## src/rtl/mem_arbiter_pkg.sv

```systemverilog
// mem_arbiter_pkg: shared mode encodings, default geometry and pointer sizing.
package mem_arbiter_pkg;
  localparam int MODE_RR = 0;
  localparam int MODE_FIXED = 1;
  localparam int DEF_CH = 2;
  localparam int DEF_AW = 20;
  localparam int DEF_DW = 8;
  function automatic int ptr_w(input int ch);
    return ch > 1 ? $clog2(ch) : 1;
  endfunction
endpackage

```

## src/rtl/mem_arbiter_rr_pick.sv

```systemverilog
// rr_pick: one-hot grant of the first set request at or after ptr, wrapping.
module rr_pick #(
  parameter int CH = 2,
  parameter int PW = 1
) (
  input  logic [CH-1:0] req,
  input  logic [PW-1:0] ptr,
  output logic [CH-1:0] grant
);
  logic found;
  always_comb begin
    grant = '0;
    found = 1'b0;
    for (int i = 0; i < CH; i++) begin
      if (!found && req[(int'(ptr) + i) % CH]) begin
        grant[(int'(ptr) + i) % CH] = 1'b1;
        found = 1'b1;
      end
    end
  end
endmodule

```

## src/rtl/mem_arbiter.sv

```systemverilog
// mem_arbiter: shares one synchronous memory port among CH channels,
// issuing combinationally and acknowledging one cycle later.
module mem_arbiter
  import mem_arbiter_pkg::*;
#(
  parameter int CH = DEF_CH,
  parameter int AW = DEF_AW,
  parameter int DW = DEF_DW,
  parameter int MODE = MODE_RR,
  parameter logic [CH*AW-1:0] BASE = '0
) (
  input  logic            clock,
  input  logic            reset_n,
  input  logic [CH-1:0]   req,
  input  logic [CH-1:0]   we,
  input  logic [CH*AW-1:0] address,
  input  logic [CH*DW-1:0] out,
  output logic [CH-1:0]   ack,
  output logic [DW-1:0]   in_data,
  output logic [AW-1:0]   mem_a,
  output logic [DW-1:0]   mem_o,
  output logic            mem_w,
  input  logic [DW-1:0]   mem_i
);
  localparam int PW = ptr_w(CH);
  logic [CH-1:0] pick, grant;
  logic [PW-1:0] ptr, ptr_in, nxt_ptr;
  logic [AW-1:0] last_a, sel_a;
  logic [DW-1:0] sel_o;
  logic sel_w;
  assign ptr_in = (MODE == MODE_FIXED) ? '0 : ptr;
  // Channels in their ack cycle sit out, so a held req is never reissued.
  rr_pick #(.CH(CH), .PW(PW)) u_pick (
    .req(req & ~ack),
    .ptr(ptr_in),
    .grant(pick)
  );
  assign grant = reset_n ? pick : '0;
  always_comb begin
    sel_a = last_a;
    sel_o = '0;
    sel_w = 1'b0;
    nxt_ptr = ptr;
    for (int k = 0; k < CH; k++) begin
      if (grant[k]) begin
        sel_a = address[k*AW +: AW] + BASE[k*AW +: AW];
        sel_o = out[k*DW +: DW];
        sel_w = we[k];
        nxt_ptr = PW'((k + 1) % CH);
      end
    end
  end
  assign mem_a = reset_n ? sel_a : '0;
  assign mem_o = sel_o;
  assign mem_w = sel_w;
  assign in_data = |ack ? mem_i : '0;
  always_ff @(posedge clock) begin
    if (!reset_n) begin
      ack <= '0;
      ptr <= '0;
      last_a <= '0;
    end else begin
      ack <= grant;
      if (|grant) begin
        last_a <= sel_a;
        ptr <= nxt_ptr;
      end
    end
  end
endmodule

```

## config.mk

```make
export PLATFORM = sky130hd
export DESIGN_NAME = mem_arbiter
export DESIGN_NICKNAME = d
export VERILOG_FILES = /design/src/rtl/mem_arbiter_pkg.sv /design/src/rtl/mem_arbiter_rr_pick.sv /design/src/rtl/mem_arbiter.sv
export SDC_FILE = /design/constraint.sdc
export NUM_CORES = 1
export LEC_CHECK = 0
export BUFFER_PORTS_ARGS = -buffer_cell sky130_fd_sc_hd__buf_4
export CORE_UTILIZATION = 39
export DETAILED_ROUTE_END_ITERATION = 8
export PLACE_DENSITY = 0.81
export SLEW_MARGIN = 20
export SYNTH_ARGS = -nofsm -noshare
export SYNTH_HDL_FRONTEND = slang
export SYNTH_SLANG_ARGS = --single-unit
```

## constraint.sdc

```tcl
create_clock -name clock -period 1.5 [get_ports clock]
set_input_delay 0 -clock clock [delete_from_list [all_inputs] [get_ports clock]]
set_output_delay 0 -clock clock [all_outputs]
set_load 0.005 [all_outputs]
```

After elaboration in Yosys (flattened, before gate mapping)
Cells that the tools add are included.
- bits in registers: 23
- bits of input ports: 70
- output and inout bits: 39
- word-level logic and storage cells: 43
- $add $sub $neg: 1
- order comparisons: 4
- muxes and demuxes: 23
- bitwise gates (word level): 4
- reduce and logical (&&, ||, !) cells: 8
- operators by type and width (operator ; number):
    20-bit 2-to-1 mux ; 3
    8-bit 2-to-1 mux ; 3
    1-bit 2-to-1 mux ; 12
    2-bit 2-to-1 mux ; 3
    2-bit OR reduction ; 2
    1-bit logical AND ; 3
    2-bit by 3-bit less-than comparator with 1-bit output, second input constant ; 1
    2-bit bitwise AND ; 1
    1-bit demux with 1-bit select ; 2
    2-bit by 1-bit greater-or-equal comparator with 1-bit output, second input constant ; 1
    1-bit by 2-bit less-than comparator with 1-bit output, second input constant ; 1
    2-bit NOT ; 1
    2-bit bitwise OR ; 1
    2-bit AND reduction ; 1
    2-bit nonzero test ; 1
    1-bit adder, second input constant ; 1
    1-bit bitwise AND, first input constant ; 1
    1-bit greater-or-equal comparator, second input constant ; 1
    1-bit zero test ; 1

Longest topological paths before layout
- word-level depth: 12
- depth in mapped cells: 4
- gate-level depth less buffers: 3

Modules after synthesis
From an unflattened synthesis, not the netlist that was laid out.
- cell total of the unflattened synthesis: 165
- area total of the unflattened synthesis: 1660.3 µm²
- by module, submodules not included (module ; times used ; cells an instance ; area an instance (µm²)):
    mem_arbiter ; 1 ; 162 ; 1641.6
    rr_pick ; 1 ; 3 ; 18.8

Worst setup path after synthesis
No wires, ideal clock.
- kind: reg-to-reg
- start: register ack[1]
- end: register last_a[0]
- setup time: 122 ps
- data arrival time: 1179 ps
- required time: 1378 ps
- setup slack: 199 ps
- stages on the path, launching flop included: 5
- period minus slack after synthesis: 1301 ps
- cells stage by stage: dfxtp_1 -> nand2b_4 -> o211a_4 -> buf_6 -> a221o_1
- word-level cells in the longest chain between the ends: 11
- ends and longest elaborated chain (what ; line ; text):
    from (decl) ; mem_arbiter.sv:18 ; output logic [CH-1:0] ack,
    from (signal assigned) ; mem_arbiter.sv:63 ; ack <= grant;
    2-bit NOT * ; mem_arbiter.sv:34 ; .req(req & ~ack),
    2-bit bitwise AND * ; mem_arbiter.sv:34 ;
    1-bit 2-to-1 mux (not written as such) (2 in series) ; mem_arbiter_rr_pick.sv:15 ; if (!found && req[(int'(ptr) + i) % CH]) begin
    1-bit 2-to-1 mux ; mem_arbiter_rr_pick.sv:15 ;
    1-bit zero test ; mem_arbiter_rr_pick.sv:15 ;
    1-bit logical AND ; mem_arbiter_rr_pick.sv:15 ;
    2-bit 2-to-1 mux * ; mem_arbiter_rr_pick.sv:15 ;
    2-bit 2-to-1 mux * ; mem_arbiter.sv:38 ; assign grant = reset_n ? pick : '0;
    20-bit 2-to-1 mux (2 in series) ; mem_arbiter.sv:45 ; if (grant[k]) begin
    to (signal assigned) ; mem_arbiter.sv:65 ; last_a <= sel_a;
    to (decl) ; mem_arbiter.sv:28 ; logic [AW-1:0] last_a, sel_a;
Every way passes the cells marked *; elsewhere a longest branch is shown, timed or not. The select of a mux whose other input is x is not followed.
A chain may end at the register's enable or synchronous reset.

Worst setup path in the final report
- start: register ack[1]
- end: output mem_a[9]
- word-level cells in the longest chain between the ends: 12
- ends and longest elaborated chain (what ; line ; text):
    2-bit NOT * ; mem_arbiter.sv:34 ;
    2-bit bitwise AND * ; mem_arbiter.sv:34 ;
    1-bit 2-to-1 mux (not written as such) (2 in series) ; mem_arbiter_rr_pick.sv:15 ;
    1-bit 2-to-1 mux ; mem_arbiter_rr_pick.sv:15 ;
    1-bit zero test ; mem_arbiter_rr_pick.sv:15 ;
    1-bit logical AND ; mem_arbiter_rr_pick.sv:15 ;
    2-bit 2-to-1 mux * ; mem_arbiter_rr_pick.sv:15 ;
    2-bit 2-to-1 mux * ; mem_arbiter.sv:38 ;
    20-bit 2-to-1 mux ; mem_arbiter.sv:45 ;
    20-bit 2-to-1 mux * ; mem_arbiter.sv:45 ;
    20-bit 2-to-1 mux * ; mem_arbiter.sv:53 ; assign mem_a = reset_n ? sel_a : '0;
    to (decl) ; mem_arbiter.sv:20 ; output logic [AW-1:0] mem_a,
Marked as above.

==> impl_metrics.env <==
export IMPL_setup_viol=29
export IMPL_rr_endpoint="last_a[19]$_SDFFE_PN0P_"
export IMPL_synth_xor_area_share_pct=0
export IMPL_root_buffer="clkbuf_4"
export IMPL_die_x_um=61.57
export IMPL_clockBufferDepth=2
export IMPL_yosysSeqAreaShare_pct=33.27
export IMPL_grt_pass1_wl_um=9039
export IMPL_worst_skew_pair_late_latency_ns=0.32
export IMPL_worst_path_max_fanout=6
export IMPL_antenna_left=0
export IMPL_drc=0
export IMPL_pwr_share_comb_pct=43.5
export IMPL_synthAdderAreaFrac_pct=0
export IMPL_p_per_area_nw_per_um2=619.5
export IMPL_antenna_found_initial=0
export IMPL_ys_types=17
export IMPL_synth_mux_area_share_pct=0
export IMPL_cts_tree="done"
export IMPL_path_depth=4
export IMPL_status="finished with violations"
export IMPL_h_tree_depth=1
export IMPL_grt_usage_pct=32.96
export IMPL_clock_sinks=23
export IMPL_hold_viol_final=0
export IMPL_worstHoldPathType="primary input to register"
export IMPL_rsz0062_at_grt="yes"
export IMPL_p_clk_share_pct=17.4
export IMPL_synth_cells=125
export IMPL_boundaryPins=109
export IMPL_syn_area_um2=1384
export IMPL_start_util_pct=41.15
export IMPL_drive_gt1_share_pct=54.48
export IMPL_cpMaxStageDelayCell="dfxtp_2"
export IMPL_start_kind="register"
export IMPL_setup_tns_final_ns=-3.524
export IMPL_timing_rr_start="ack[0]$_SDFF_PN0_"
export IMPL_grt_pass1_vias=1924
export IMPL_slowest_delay_ns=0.36
export IMPL_grt_busiest_layer="met2"
export IMPL_path_clk_slew_ns=0.13
export IMPL_drt_initial_drc_count=128
export IMPL_p_switching_uw=517.6
export IMPL_syn_avg_cell_area_um2=11.07
export IMPL_wire_per_inst_um=18.99
export IMPL_worstSetupPathType="register to output port"
export IMPL_tightest_slew_ns=0.3071
export IMPL_gr_usage_met3_pct=5.462
export IMPL_path_delay_family="compound AO/OA/AOI/OAI gates"
export IMPL_synth_top_area_cell="dfxtp_1"
export IMPL_crit_chain="nand2b_4, o211a_4, a221o_1, buf_4"
export IMPL_die_h_um=61.57
export IMPL_setup_ws_ns=-0.1737
export IMPL_grt_overflow_total=0
export IMPL_synth_top_family_by_area="compound AO/OA/AOI/OAI gates"
export IMPL_die_area_um2=3790
export IMPL_arrival_ns=1.67
export IMPL_dp_hpwl_um=3249
export IMPL_reg2reg_slack_ns=0.08
export IMPL_final_min_clock_period_ns=1.674
export IMPL_end_kind="output port"
export IMPL_maxSlewViolCount=0
export IMPL_yosys_area_top_type_share_pct=33.27
export IMPL_synth_compound_area_share_pct=37.88
export IMPL_peakVddDrop_mv=0.5448
export IMPL_p_int_mw=1.231
export IMPL_gp_congestion=0.6682
export IMPL_slew_headroom_pct=79.53
export IMPL_core_um2=3363
export IMPL_wirelength_um=6171
export IMPL_drtPass1Iterations=4
export IMPL_portBuffers=108
export IMPL_sw_frac_of_total_pct=29.60
export IMPL_ys_ff_latch=23
export IMPL_fmaxAchievable_mhz=597.5
export IMPL_syn_nets=195
export IMPL_num_rows=21
export IMPL_place_ws_ns=0.05426
export IMPL_area_delta_synth_final_pct=104.0
export IMPL_period_share_pct=111.6
export IMPL_diodes=0
export IMPL_critPathBufInv=1
export IMPL_leakagePower_nw=1.316
export IMPL_cts_buffers=3
export IMPL_reg2reg_depth=5
export IMPL_drv_cap=0
export IMPL_num_nets_final=350
export IMPL_clock_skew_ns=0.004183
export IMPL_grt_max_degree=30
export IMPL_synthSimpleGateAreaFrac_pct=18.99
export IMPL_ys_warn_count=0
export IMPL_violations="setup timing"
export IMPL_use_met1_pct=39.47
export IMPL_worstHoldEndpoint="ptr$_SDFFE_PN0P_"
export IMPL_holdPathStages=4
export IMPL_vias_per_cell=5.963
export IMPL_critPathRequiredTime_ns=1.50
export IMPL_synth_area_leaders="dfxtp_1, a221o_1, and4_1, buf_6, a22o_1"
export IMPL_hp_start="req[0]"
export IMPL_globalRouteMet2Util_pct=55.15
export IMPL_num_vias=1938
export IMPL_power_share_sequential_pct=39.2
## how the worst max path moves through the flow
stage	slack [ns]	startpoint	endpoint
6_report	-0.17	ack[1]$_SDFF_PN0_	mem_a[9]
5_1_grt	-0.22	ack[1]$_SDFF_PN0_	mem_a[2]
4_1_cts	-0.12	ack[1]$_SDFF_PN0_	mem_a[6]
3_5_place_dp	0.05	ack[1]$_SDFF_PN0_	mem_a[4]
3_3_place_gp	0.10	ack[1]$_SDFF_PN0_	mem_a[9]
2_1_floorplan	0.20	ack[1]$_SDFF_PN0_	last_a[0]$_SDFFE_PN0P_
## sequential cells by signal (all words and copies together), names as in the netlist
name    flops
last_a     20
ack         2
ptr         1
## per-layer routing
metal,wire (um),share of wire (%),up-vias
met3,477,7.7,24
met2,3167,51,125
met4,201,3.3,0
met1,2325,38,917
met5,0,0,-
li1,-,-,872
## power by group through the flow
stage                     Combinational [mW]  Clock (mW)  Sequential (mW)
final                                  0.760       0.303            0.685
after global routing                   0.806       0.334            0.691
after CTS                              0.719       0.294            0.682
after detailed placement               0.558           0            0.697
after global placement                 0.543           0            0.693
after floorplan                        0.260           0            0.690
## cells by family after synthesis
family | after synthesis
compound gates | 52
simple gates | 32
flops | 23
buf+inv | 18
## what timing repair did
action                                  CTS  global route
gates resized for setup                  18            14
pin swaps                                28             8
endpoints found under the hold margin    20             0
buffers inserted                          5             1
hold buffers                             40             0
gates cloned                              8             0
endpoints found under the setup margin   29            45
## worst register-to-register path: cells and delay by family (launching register included)
| kind | cells | cell delay (ns) |
|---|---|---|
| buf+inv | 2 | 0.32 |
| flops | 1 | 0.38 |
| compound gates | 2 | 0.43 |
| simple gates | 1 | 0.19 |
## through the flow
stage | power, mW | utilization, % | std cells | area, um^2 | hold slack, ns
after global routing | 1.831 | 83.93 | 325 | 2823 | 0.1521
after CTS | 1.695 | 82.74 | 325 | 2783 | 0.1177
after global placement | 1.235 | 64.62 | 268 | 2173 | 0.2364
after floorplan | 0.9507 | - | 125 | 1384 | 0.1159
final | 1.749 | 83.93 | 325 | 2823 | 0.1471
after detailed placement | 1.255 | 64.62 | 268 | 2173 | 0.2356
## placed cells by master, fill, tap and decap left out
cell type	n
a211oi_1	1
a211oi_4	1
a221o_1	40
a22o_1	9
and4_1	7
and4_4	13
buf_12	1
buf_4	112
buf_6	8
clkbuf_4	3
clkinv_2	1
dfxtp_1	21
dfxtp_2	1
dfxtp_4	1
dlygate4sd3_1	40
inv_1	1
inv_2	1
nand2b_4	3
nor2_2	1
nor2b_1	8
nor2b_4	1
o211a_4	5
## final cells by class
type / instances / area, um^2
Inverter: 2 / 7.507
Sequential cell: 23 / 465.4
Clock buffer: 3 / 22.52
Fill cell: 201 / 540.5
Clock inverter: 1 / 5.005
Tap cell: 46 / 57.56
Multi-Input combinational cell: 89 / 913.4
Timing Repair Buffer: 161 / 1351
## synth_stat cells
cell type / instances
nand2b_1: 1
nor2b_1: 8
nand2b_4: 1
inv_2: 1
and4_1: 20
inv_1: 1
a22o_1: 9
nor2_1: 1
a211oi_1: 1
nor2b_4: 1
a211oi_4: 1
buf_6: 9
dfxtp_1: 23
a221o_1: 40
clkbuf_1: 6
o211a_4: 1
buf_2: 1
Power figures use the tool's default switching activity.
